### src/rtl/jtpang_pkg.sv
`default_nettype none
// ============================================================================
//  Module      : jtpang_pkg
//  Description : Shared types and constants for the object-DMA bus arbiter.
//  Revision    : 1.0  initial release
// ============================================================================
package jtpang_pkg;

    // Arbiter states: idle, request pending on a busy bus, bus granted,
    // and post-release cool-down.
    typedef enum logic [1:0] {
        ST_IDLE  = 2'd0,
        ST_WAIT  = 2'd1,
        ST_GRANT = 2'd2,
        ST_GAP   = 2'd3
    } busarb_state_e;

    // Default number of cpu_cen ticks between a release and the next grant.
    localparam int unsigned REL_GAP_DEF = 2;

    // Width of the granted-tick statistics counter.
    localparam int unsigned GRANT_CNT_W = 16;

endpackage
`default_nettype wire

### src/rtl/jtpang_satcnt.sv
`default_nettype none
// ============================================================================
//  Module      : jtpang_satcnt
//  Description : Up-counter that sticks at its all-ones value instead of
//                wrapping.
//  Revision    : 1.0  initial release
// ============================================================================
module jtpang_satcnt #(
    parameter int unsigned WIDTH = 16
)(
    input  logic             clk,
    input  logic             rst,
    input  logic             en_i,
    output logic [WIDTH-1:0] cnt_o
);

    localparam logic [WIDTH-1:0] C_ONE = WIDTH'(1);

    logic [WIDTH-1:0] cnt_q;
    logic [WIDTH-1:0] cnt_d;
    logic             w_full;

    assign w_full = &cnt_q;

    // Next value: advance when enabled unless already saturated.
    always_comb begin
        cnt_d = cnt_q;
        if (en_i && !w_full) begin
            cnt_d = cnt_q + C_ONE;
        end
    end

    // Counter register with synchronous clear.
    always_ff @(posedge clk) begin
        if (rst) begin
            cnt_q <= '0;
        end else begin
            cnt_q <= cnt_d;
        end
    end

    assign cnt_o = cnt_q;

endmodule
`default_nettype wire

### src/rtl/jtpang_busarb.sv
`default_nettype none
// ============================================================================
//  Module      : jtpang_busarb
//  Description : Arbitrates the VRAM bus between the CPU and the object DMA
//                engine. The DMA is granted only on an idle CPU bus cycle,
//                the CPU is stalled through its clock enable while granted,
//                and a short cool-down separates a release from the next
//                grant.
//  Revision    : 1.0  initial release
// ============================================================================
module jtpang_busarb
    import jtpang_pkg::*;
#(
    parameter logic [11:0] DMA_BASE = 12'hE00,
    parameter int unsigned REL_GAP  = REL_GAP_DEF
)(
    input  logic        rst,
    input  logic        clk,
    input  logic        cpu_cen,
    input  logic        mreq_n,
    input  logic        iorq_n,
    input  logic        cpu_wr_n,
    input  logic [11:0] cpu_addr,
    input  logic        busrq,
    input  logic [8:0]  dma_addr,
    output logic        busak_n,
    output logic        cpu_cen_g,
    output logic [11:0] vram_addr,
    output logic        vram_wr_n,
    output logic [15:0] grant_cnt
);

    // Gap counter only needs to reach REL_GAP-1.
    localparam int unsigned     GAP_W    = (REL_GAP > 1) ? $clog2(REL_GAP) : 1;
    localparam logic [GAP_W-1:0] GAP_LAST = GAP_W'(REL_GAP - 1);
    localparam logic [GAP_W-1:0] GAP_ONE  = GAP_W'(1);

    busarb_state_e    state_q;
    busarb_state_e    state_d;
    logic [GAP_W-1:0] gap_q;
    logic [GAP_W-1:0] gap_d;
    logic             busak_n_q;

    logic             w_bus_idle;
    logic             w_granted;

    // The CPU bus is free when neither a memory nor an I/O cycle is running.
    assign w_bus_idle = mreq_n & iorq_n;
    assign w_granted  = (state_q == ST_GRANT);

    // Next-state logic. Decisions are taken on cpu_cen ticks only, except
    // that a pending request withdrawn in WAIT is dropped immediately; that
    // same check also wins over a grant on the tick busrq falls.
    always_comb begin
        state_d = state_q;
        gap_d   = gap_q;
        case (state_q)
            ST_IDLE: begin
                if (cpu_cen && busrq) begin
                    state_d = w_bus_idle ? ST_GRANT : ST_WAIT;
                end
            end
            ST_WAIT: begin
                if (!busrq) begin
                    state_d = ST_IDLE;
                end else if (cpu_cen && w_bus_idle) begin
                    state_d = ST_GRANT;
                end
            end
            ST_GRANT: begin
                if (cpu_cen && !busrq) begin
                    state_d = ST_GAP;
                    gap_d   = '0;
                end
            end
            ST_GAP: begin
                if (cpu_cen) begin
                    if (gap_q == GAP_LAST) begin
                        state_d = ST_IDLE;
                        gap_d   = '0;
                    end else begin
                        gap_d = gap_q + GAP_ONE;
                    end
                end
            end
            default: begin
                state_d = ST_IDLE;
                gap_d   = '0;
            end
        endcase
    end

    // State, gap counter and acknowledge registers. The acknowledge trails
    // the state by one clk so it reflects a grant already in force.
    always_ff @(posedge clk) begin
        if (rst) begin
            state_q   <= ST_IDLE;
            gap_q     <= '0;
            busak_n_q <= 1'b1;
        end else begin
            state_q   <= state_d;
            gap_q     <= gap_d;
            busak_n_q <= !w_granted;
        end
    end

    assign busak_n   = busak_n_q;

    // CPU is frozen while the DMA owns the bus.
    assign cpu_cen_g = cpu_cen & ~w_granted;

    // VRAM port follows the owner straight from the state register.
    assign vram_addr = w_granted ? (DMA_BASE | {3'b000, dma_addr}) : cpu_addr;
    assign vram_wr_n = w_granted ? 1'b1 : cpu_wr_n;

    jtpang_satcnt #(
        .WIDTH (GRANT_CNT_W)
    ) u_grant_cnt (
        .clk   (clk),
        .rst   (rst),
        .en_i  (cpu_cen & w_granted),
        .cnt_o (grant_cnt)
    );

endmodule
`default_nettype wire
### config.mk
export PLATFORM = sky130hd
export DESIGN_NAME = jtpang_busarb
export DESIGN_NICKNAME = d
export VERILOG_FILES = /design/src/rtl/jtpang_pkg.sv /design/src/rtl/jtpang_satcnt.sv /design/src/rtl/jtpang_busarb.sv
export SDC_FILE = /design/constraint.sdc
export NUM_CORES = 1
export LEC_CHECK = 0
export BUFFER_PORTS_ARGS = -buffer_cell sky130_fd_sc_hd__buf_2
export CORE_ASPECT_RATIO = 0.9
export CORE_MARGIN = 1
export CORE_UTILIZATION = 41
export CTS_CLUSTER_SIZE = 12
export DETAILED_ROUTE_END_ITERATION = 12
export PLACE_DENSITY_LB_ADDON = 0.25
export RECOVER_POWER = 100
export SLEW_MARGIN = 10
export SYNTH_ARGS = -nofsm -noshare
export SYNTH_HDL_FRONTEND = slang
export SYNTH_SLANG_ARGS = --single-unit
### constraint.sdc
create_clock -name clk -period 2.56 [get_ports clk]
set_input_delay 0.128 -clock clk [delete_from_list [all_inputs] [get_ports clk]]
set_output_delay 0.128 -clock clk [all_outputs]
set_load 0.05 [all_outputs]
==> results.md, run 1 <==
- All-Layer GR Usage: 0.1882
- Crit share post-route: 0.8763
- Initial DRC Count: 40
- Synth warn: 0
- Outcome: finished, violations left
- FILL cells: 250
- Drt wl/cell: approximately 14 microns
- DIE HEIGHT: about 52 microns
- Minimum clock period: between 2 and 2.5 ns
- Clk_lat worst skew: a little over 0.3 ns
- CTS Buffer Depth: 2
- Die Area: around 3000 sq um
- Setup TNS: 0 ns
- Clock Sinks: 20
- Synth Net Count: between 150 and 200
- Sequential area share after synthesis: 0.3471
- Total Wirelength: roughly 3.0 mm
- Initial antenna violation count: 0
- End of the critical path: vram_addr[10]
- Number of global-route vias before repair: roughly 1000
- Relative slew slack: 0.5634
- CP Launch Type: register
- Critical path data arrival time: 2.12 ns
- Hpwl dp: about 2.3 mm
- Yosys reg bits: 20
- CP startpoint: state_q[1]
- Final Net Count: ~220
- Die width: roughly 58 microns
- Gp weighted congestion: approximately 0.74
- Starting Density: 0.4520
- FF-to-FF End: u_grant_cnt.cnt_o[1]
- Reg2reg start: u_grant_cnt.cnt_o[0]
- Fin Hold WS: 0.1241 ns
- Area growth from synthesis to layout: 24.73%
- CTS Hold Bufs: 0
- Clock slew at reported path FFs: between 0.1 and 0.15 ns
- R2R depth: 6
- Global route overflow: 0
- Multi-input logic area: roughly 690 sq um
- Critical Path Sink Type: output pin
- CTS Root Cell: clkbuf_4
- FF-to-FF setup slack: roughly 0.37 ns
- Synth top area share: 0.3471
- Post-route antenna net violation count: 0
- Htree depth: 1
- Total iterations of the first detailed-routing run: 8
- Core Region: around 2600 sq um
- FMAX: between 0.4 and 0.5 GHz
- Ant diodes: 0
- Area leader, netlist: dfxtp_1
- First-pass GRT wire length: 4.353 mm
- Avg Cell Area, Syn: approximately 9 sq um
- Post-CTS setup buffers: 0
- Clock buffers created by TritonCTS: 3
- Worst EP required: 2.43 ns
- Via density: around 5.4
- Ranking of synthesized cells by area: dfxtp_1 (35%), mux2_2 (8.8%), a21oi_1 (4.8%), or3_1 (4.3%), nor2b_1 (2.7%)
- Leak: ~0.55 nW
- I/O Buffers: 58
- Synthesized instance count: around 130
- Commonest cells after routing, fill and taps aside: buf_2 (27), clkbuf_1 (25), dfxtp_1 (20), a21oi_1 (11)
- Mapped cell area: ~1200 sq um
- Failing checks: design-rule violations
- Largest net degree at the start of global routing: 23
- Slew @ Worst Pin: ~0.65 ns
- Slew Viols, Final: 0
- Post_cts resized: 0
- Num ports: between 50 and 60
- Max FO, Critical Path: 15
- Final setup vio count: 0
- Post-route core utilization: 0.5637
- Share of cells above drive strength 1: 0.3209
- Final hold violations: 0
- Final instance area: ~1400 sq um
- Worst VDD drop: 0.4127 mV
- Distinct cells, synth: 41
- Total area of sequential cells: roughly 400 sq um
- DRC viols: 1
- CTS tree: yes
- Commonest non-fill, non-tap cell in the layout: buf_2
- Final Skew: around 0.0015 ns
- PwrDens: about 440 nW/um^2
- Max-Cap Viols: 0
- Crit Path Class: register to output pin
- Row count: 17
- Via Count: around 1200
- Class of the worst hold path: primary input to register
- DP Area: roughly 1500 sq um
- RSZ-0062 raised after global routing: no
## critical path, stage by stage (launching register included)
cell,delay (ns)
dfxtp_1,0.45
nor2b_1,0.16
clkbuf_1,0.51
or2_2,0.21
clkbuf_1,0.47
## state kept, by name, indices dropped and copies added (netlist names)
name               count
busak_n                1
gap_q                  1
state_q                2
u_grant_cnt.cnt_o     16
## synth_stat cells, drive strengths merged
cell / instances
a41o: 1
nand3: 7
o2111ai: 1
xor2: 2
or2: 5
o21ai: 8
mux2: 11
ha: 1
nand2: 8
clkbuf: 2
mux2i: 1
a21oi: 11
buf: 4
and4: 1
o21ba: 1
nor4: 3
nand4: 4
or4: 2
and3: 2
and3b: 1
o41ai: 1
a32oi: 1
a31oi: 1
o31ai: 2
or3: 8
inv: 1
nor2b: 5
o31a: 1
nand2b: 4
dfxtp: 20
nor3: 1
nor2: 7
## per-stage QoR
stage	setup WS (ns)	total power, W	cells
final	0.3166	0.0006285	215
after global routing	0.1528	0.0006612	215
after CTS	0.4078	0.0006355	215
after detailed placement	0.4334	0.0004494	211
after global placement	0.5025	0.0004465	211
after floorplan	0.3766	0.0004123	128
## routing by layer
metal,wire length [microns],share of wire,up-vias,global-route usage
met5,0,0,-,0
met4,10,0.0034,0,0.04365
met3,100,0.034,3,0.05432
met2,1616,0.55,16,0.3582
met1,1228,0.42,541,0.2048
li1,-,-,594,-
## logic make-up after synthesis
logic type,synth area share
compound gates,0.1551
fa+ha+maj,0.01084
buf+inv,0.04446
simple gates,0.3048
mux,0.1226
flops,0.3471
xor+xnor,0.01519
## how the worst min path moves through the flow
stage / startpoint / end / cells after the start
after detailed placement: cpu_cen / state_q[0] / 3
after global placement: cpu_cen / state_q[0] / 3
after floorplan: cpu_cen / state_q[0] / 2
after global routing: cpu_cen / state_q[0] / 3
after CTS: cpu_cen / state_q[0] / 3
final: cpu_cen / state_q[0] / 3
## area by class of cell
type | instances | share of cell area
tap | 28 | 0.02435
sequential | 20 | 0.2783
clock buffer | 4 | 0.02522
timing repair buffer | 61 | 0.1904
multi-input combinational | 101 | 0.4791
inverter | 1 | 0.002609
## where the power goes
group,internal (W),switching [W],total [W]
sequential,0.000313,0.00000282,0.000316
clock,0.0000869,0.000101,0.000188
combinational,0.0000394,0.0000847,0.000124
No activity file was read; power rests on OpenSTA's default activity.
==> run 2: changes to the inputs <==
--- a/config.mk
+++ b/config.mk
@@ -8,7 +8,7 @@
 export BUFFER_PORTS_ARGS = -buffer_cell sky130_fd_sc_hd__buf_2
 export CORE_ASPECT_RATIO = 0.9
 export CORE_MARGIN = 1
-export CORE_UTILIZATION = 41
+export CORE_UTILIZATION = 40
 export CTS_CLUSTER_SIZE = 12
 export DETAILED_ROUTE_END_ITERATION = 12
 export PLACE_DENSITY_LB_ADDON = 0.25
==> constraint.sdc (replaced) <==
create_clock -name clk -period 1.8 [get_ports clk]
set_input_delay 0.09 -clock clk [delete_from_list [all_inputs] [get_ports clk]]
set_output_delay 0.09 -clock clk [all_outputs]
set_load 0.05 [all_outputs]
==> results.md, run 2 (synthesized netlist as in run 1, its figures left out) <==
- Max FO, Critical Path: 8
- Setup TNS: 0 ns
- Row count: 18
- CP startpoint: state_q[1]
- Final hold violations: 0
- Global route overflow: 0
- CTS tree: yes
- I/O Buffers: 58
- Final Net Count: approximately 220
- Slew @ Worst Pin: roughly 0.4 ns
- Post-route antenna net violation count: 0
- Minimum clock period: roughly 1.8 ns
- Worst VDD drop: 0.4423 mV
- Drt wl/cell: 12.18 microns
- Critical Path Sink Type: output pin
- Clock Sinks: 20
- Reg2reg start: state_q[0]
- FMAX: between 0.5 and 0.6 GHz
- Hpwl dp: between 2 and 2.5 mm
- Relative slew slack: 0.7343
- Commonest non-fill, non-tap cell in the layout: buf_2
- Area growth from synthesis to layout: 39.48%
- Die width: about 59 microns
- DIE HEIGHT: 52.95 microns
- Total Wirelength: around 2.9 mm
- Share of cells above drive strength 1: 0.5825
- Critical path data arrival time: around 1.7 ns
- All-Layer GR Usage: 0.1713
- Core Region: 2748 sq um
- PnR worst setup slack: about 0.024 ns
- Multi-input logic area: 724.4 sq um
- RSZ-0062 raised after global routing: yes
- Clock buffers created by TritonCTS: 3
- Clock slew at reported path FFs: 0.11 ns
- Num ports: 59
- Final Skew: roughly 0.0053 ns
- Hold Startpoint: cpu_cen
- Ant diodes: 0
- Number of buffers and inverters on the critical path: 3
- Starting Density: 0.4199
- Clk_lat worst skew: 0.31 ns
- Slew Viols, Final: 0
- Cell family with most CP delay: buffers and inverters
- CP Launch Type: register
- Post-route core utilization: 0.5856
- Number of global-route vias before repair: between 800 and 900
- Leak: roughly 0.68 nW
- Total iterations of the first detailed-routing run: 4
- Max reg flops: 16
- Crit-path max cell delay: ~0.35 ns
- PwrDens: ~530 nW/um^2
- Outcome: finished clean
- DRC viols: 0
- Class of the worst hold path: primary input to register
- Die Area: around 3100 sq um
- Crit share post-route: 0.9866
- Crit Path Class: register to output pin
- Worst EP required: approximately 1.7 ns
- Final setup vio count: 0
- Initial antenna violation count: 0
- Via density: approximately 5.0
- Fin Hold WS: roughly 0.088 ns
- Crit-path cells: buf_4, nor2b_2, buf_6, mux2_2, buf_2
- Largest net degree at the start of global routing: 23
- Gp weighted congestion: about 0.76
- Htree depth: 1
- Post-place setup slack: 0.04378 ns
- Commonest cells after routing, fill and taps aside: buf_2 (57), dfxtp_2 (14), a21oi_1 (10), mux2_2 (9)
- First-pass GRT wire length: 3.960 mm
- FILL cells: around 270
- Final Total Pwr: between 0.0008 and 0.0009 W
- CP max stage cell: dfxtp_1
- Total area of sequential cells: 425.4 sq um
- Max-Cap Viols: 0
- CTS Buffer Depth: 2
- Initial DRC Count: approximately 60
- Via Count: roughly 1200
- CTS Root Cell: clkbuf_4
run 2: cell types whose count changed in the layout (fill, tap and decap cells not counted), sizes merged:
| cell | change |
|---|---|
| clkbuf | -34 |
| buf | +40 |
| clkinv | +1 |
run 2: routing by layer:
layer | track usage | share of wire
met1 | 0.2216 | 0.45
met2 | 0.2701 | 0.51
met3 | 0.05134 | 0.027
met4 | 0.05952 | 0.013
met5 | 0 | 0
run 2: power by group:
| group | internal (W) | switching, W | total [W] |
|---|---|---|---|
| sequential | 0.000442 | 0.00000326 | 0.000446 |
| clock | 0.0000811 | 0.000139 | 0.000221 |
| combinational | 0.0000654 | 0.000121 | 0.000187 |
run 2: final cells by class:
class | instances | share of cell area
clock inverter | 1 | 0.002333
timing repair buffer | 68 | 0.2356
sequential | 20 | 0.2644
tap | 40 | 0.03110
clock buffer | 3 | 0.01400
multi-input combinational | 101 | 0.4502
inverter | 1 | 0.002333
run 2: what timing repair did:
item,in CTS,in global routing
gates resized for setup,0,10
hold buffers,0,0
endpoints found under the setup margin,0,17
setup buffers,0,5
run 2: path summary, 6_finish.rpt:
kind	end	slack, ns	depth (start not counted)
worst max-delay path	vram_addr[6]	0.02	5
worst min-delay path	state_q[0]	0.09	3
worst max register to register	u_grant_cnt.cnt_o[13]	0.06	6
worst min register to register	u_grant_cnt.cnt_o[14]	0.51	2
run 2: worst reg2reg max path, stage by stage (launching register included):
cell,delay [ns]
dfxtp_1,0.37
and3b_2,0.29
o41ai_2,0.07
buf_4,0.15
buf_6,0.12
nor4_2,0.31
mux2_4,0.32
run 2: through the flow:
stage | instance area, sq um | instances
2_1_floorplan | 1179 | 128
3_3_place_gp | 1501 | 224
3_5_place_dp | 1501 | 224
4_1_cts | 1528 | 228
5_1_grt | 1609 | 234
6_report | 1609 | 234
==> run 3: changes to the inputs <==
--- a/config.mk
+++ b/config.mk
@@ -6,7 +6,7 @@
 export NUM_CORES = 1
 export LEC_CHECK = 0
 export BUFFER_PORTS_ARGS = -buffer_cell sky130_fd_sc_hd__buf_2
-export CORE_ASPECT_RATIO = 0.9
+export CORE_ASPECT_RATIO = 1.5
 export CORE_MARGIN = 1
 export CORE_UTILIZATION = 40
 export CTS_CLUSTER_SIZE = 12
==> results.md, run 3 (synthesized netlist as in run 1, its figures left out) <==
- Outcome: finished clean
- Commonest non-fill, non-tap cell in the layout: buf_2
- Clock Sinks: 20
- Die Area: between 3000 and 4000 sq um
- Row count: 23
- Fin Hold WS: approximately 0.14 ns
- Reg power frac: 0.460
- Number of global-route vias before repair: between 1000 and 1500
- Die width: ~46 microns
- CTS Hold Bufs: 0
- Worst VDD drop: 0.4105 mV
- Crit Path Class: register to register
- CP startpoint: u_grant_cnt.cnt_o[0]
- Final Net Count: around 220
- I/O Buffers: 58
- Minimum clock period: approximately 1.7 ns
- Drt wl/cell: between 10 and 15 microns
- Final instance area: ~1500 sq um
- First-pass GRT wire length: around 4.8 mm
- Slew Viols, Final: 0
- Share of cells above drive strength 1: 0.4628
- Internal power: roughly 0.0007 W
- Hpwl dp: about 2.2 mm
- Setup TNS: 0 ns
- Final setup vio count: 0
- PnR worst setup slack: 0.08721 ns
- CTS Buffer Depth: 2
- Max reg flops: 16
- FF-to-FF setup slack: 0.09 ns
- Final hold violations: 0
- Global route overflow: 0
- Area growth from synthesis to layout: 33.51%
- Crit-path cells: ha_1, nand4_1, o41ai_2, buf_4, nor4_2, mux2_4
- Via Count: roughly 1200
- Clk_lat worst skew: 0.26 ns
- Total iterations of the first detailed-routing run: 3
- Relative slew slack: 0.5924
- CTS Root Cell: clkbuf_8
- Total Wirelength: around 2.8 mm
- CTS tree: yes
- Initial antenna violation count: 0
- Ant diodes: 0
- Initial DRC Count: 8
- Worst EP required: slightly below 2 ns
- R2R depth: 6
- DIE HEIGHT: 67.77 microns
- Htree depth: 1
- NetSw: between 0.0002 and 0.0003 W
- Switching Fraction: 0.2796
- Leak: about 0.59 nW
- Slew @ Worst Pin: about 0.61 ns
- Commonest cells after routing, fill and taps aside: buf_2 (36), clkbuf_1 (17), dfxtp_2 (14), a21oi_1 (11), mux2_2 (9)
- Comb pwr share: 0.186
- CP Launch Type: register
- Clock slew at reported path FFs: approximately 0.07 ns
- Clock share of power: 0.354
- Gp weighted congestion: 0.8751
- Number of buffers and inverters on the critical path: 1
- Max FO, Critical Path: 6
- Number of cells on the critical path: 6
- FMAX: slightly below 0.6 GHz
- Via density: 5.191
- FF-to-FF End: u_grant_cnt.cnt_o[15]
- All-Layer GR Usage: 0.2094
- Cell family with most CP delay: simple AND/OR/NAND/NOR gates
- Reg2reg start: u_grant_cnt.cnt_o[0]
- Largest net degree at the start of global routing: 23
- Crit share post-route: 0.9515
- CP max stage cell: dfxtp_4
- Clock buffers created by TritonCTS: 3
- Final Skew: approximately 0.0014 ns
- Critical path data arrival time: 1.86 ns
- Crit-path max cell delay: 0.37 ns
- Class of the worst hold path: primary input to register
- DRC viols: 0
- End of the critical path: u_grant_cnt.cnt_o[15]
- Critical Path Sink Type: register
- Post-route antenna net violation count: 0
- Max-Cap Viols: 0
- Starting Density: 0.4265
- Core Region: between 2000 and 3000 sq um
- PwrDens: 629.2 nW/um^2
- RSZ-0062 raised after global routing: no
- DP Area: around 1500 sq um
- Worst hold path stage count: 3
- Num ports: roughly 60
- Post-place setup slack: 0.09921 ns
- FILL cells: 280
-- run 3: cell types whose count changed in the layout (fill, tap and decap cells not counted), moves of 2 or more --
cell / change
buf_2: -21
clkbuf_2: +5
clkbuf_8: +4
clkbuf_1: +17
clkbuf_4: -4
buf_4: -4
buf_6: -2
-- run 3: stage by stage --
| step | util | std cells | total power [W] |
|---|---|---|---|
| after floorplan | - | 128 | 0.0005836 |
| after global placement | 0.5537 | 221 | 0.0006323 |
| after detailed placement | 0.5537 | 221 | 0.0006364 |
| after CTS | 0.5740 | 225 | 0.0009862 |
| after global routing | 0.5694 | 225 | 0.001019 |
| final | 0.5694 | 225 | 0.0009692 |
-- run 3: final cells by class --
| type | instances | area [sq um] | share of cell area |
|---|---|---|---|
| Tap cell | 37 | 46.29 | 0.03006 |
| Inverter | 1 | 3.754 | 0.002437 |
| Multi-Input combinational cell | 101 | 706.9 | 0.4590 |
| Clock buffer | 4 | 55.05 | 0.03574 |
| Sequential cell | 20 | 425.4 | 0.2762 |
| Timing Repair Buffer | 62 | 302.8 | 0.1966 |
-- run 3: how the worst min path moves through the flow --
stage	slack (ns)	startpoint	to
after CTS	0.13	cpu_cen	state_q[0]
after global placement	0.41	cpu_cen	state_q[0]
after detailed placement	0.42	cpu_cen	state_q[0]
after floorplan	0.25	cpu_cen	state_q[0]
after global routing	0.16	cpu_cen	state_q[0]
final	0.14	cpu_cen	state_q[0]
-- run 3: tightest hold or removal path, stage by stage --
cell and delay (ns):
buf_2 0.14, nor2_1 0.09, nor3_1 0.04
-- run 3: layer usage --
metal	GRT usage	vias to the layer above	part of all wire
met1	0.2284	544	0.41
met2	0.3680	22	0.53
met4	0.1213	0	0.028
met3	0.02941	7	0.027
met5	0	-	0
li1	-	595	-
-- run 3: power groups by stage --
stage                     sequential (W)  clock, W  combinational, W
after floorplan                 0.000459         0          0.000124
after global placement          0.000456         0          0.000177
after detailed placement        0.000456         0          0.000180
after CTS                       0.000445  0.000360          0.000181
after global routing            0.000446  0.000381          0.000192
final                           0.000446  0.000343          0.000180
-- run 3: what timing repair did --
| action | 4_1_cts | 5_1_grt |
|---|---|---|
| setup buffers | 0 | 0 |
| setup endpoints to repair | 0 | 8 |
| gates resized for setup | 0 | 2 |
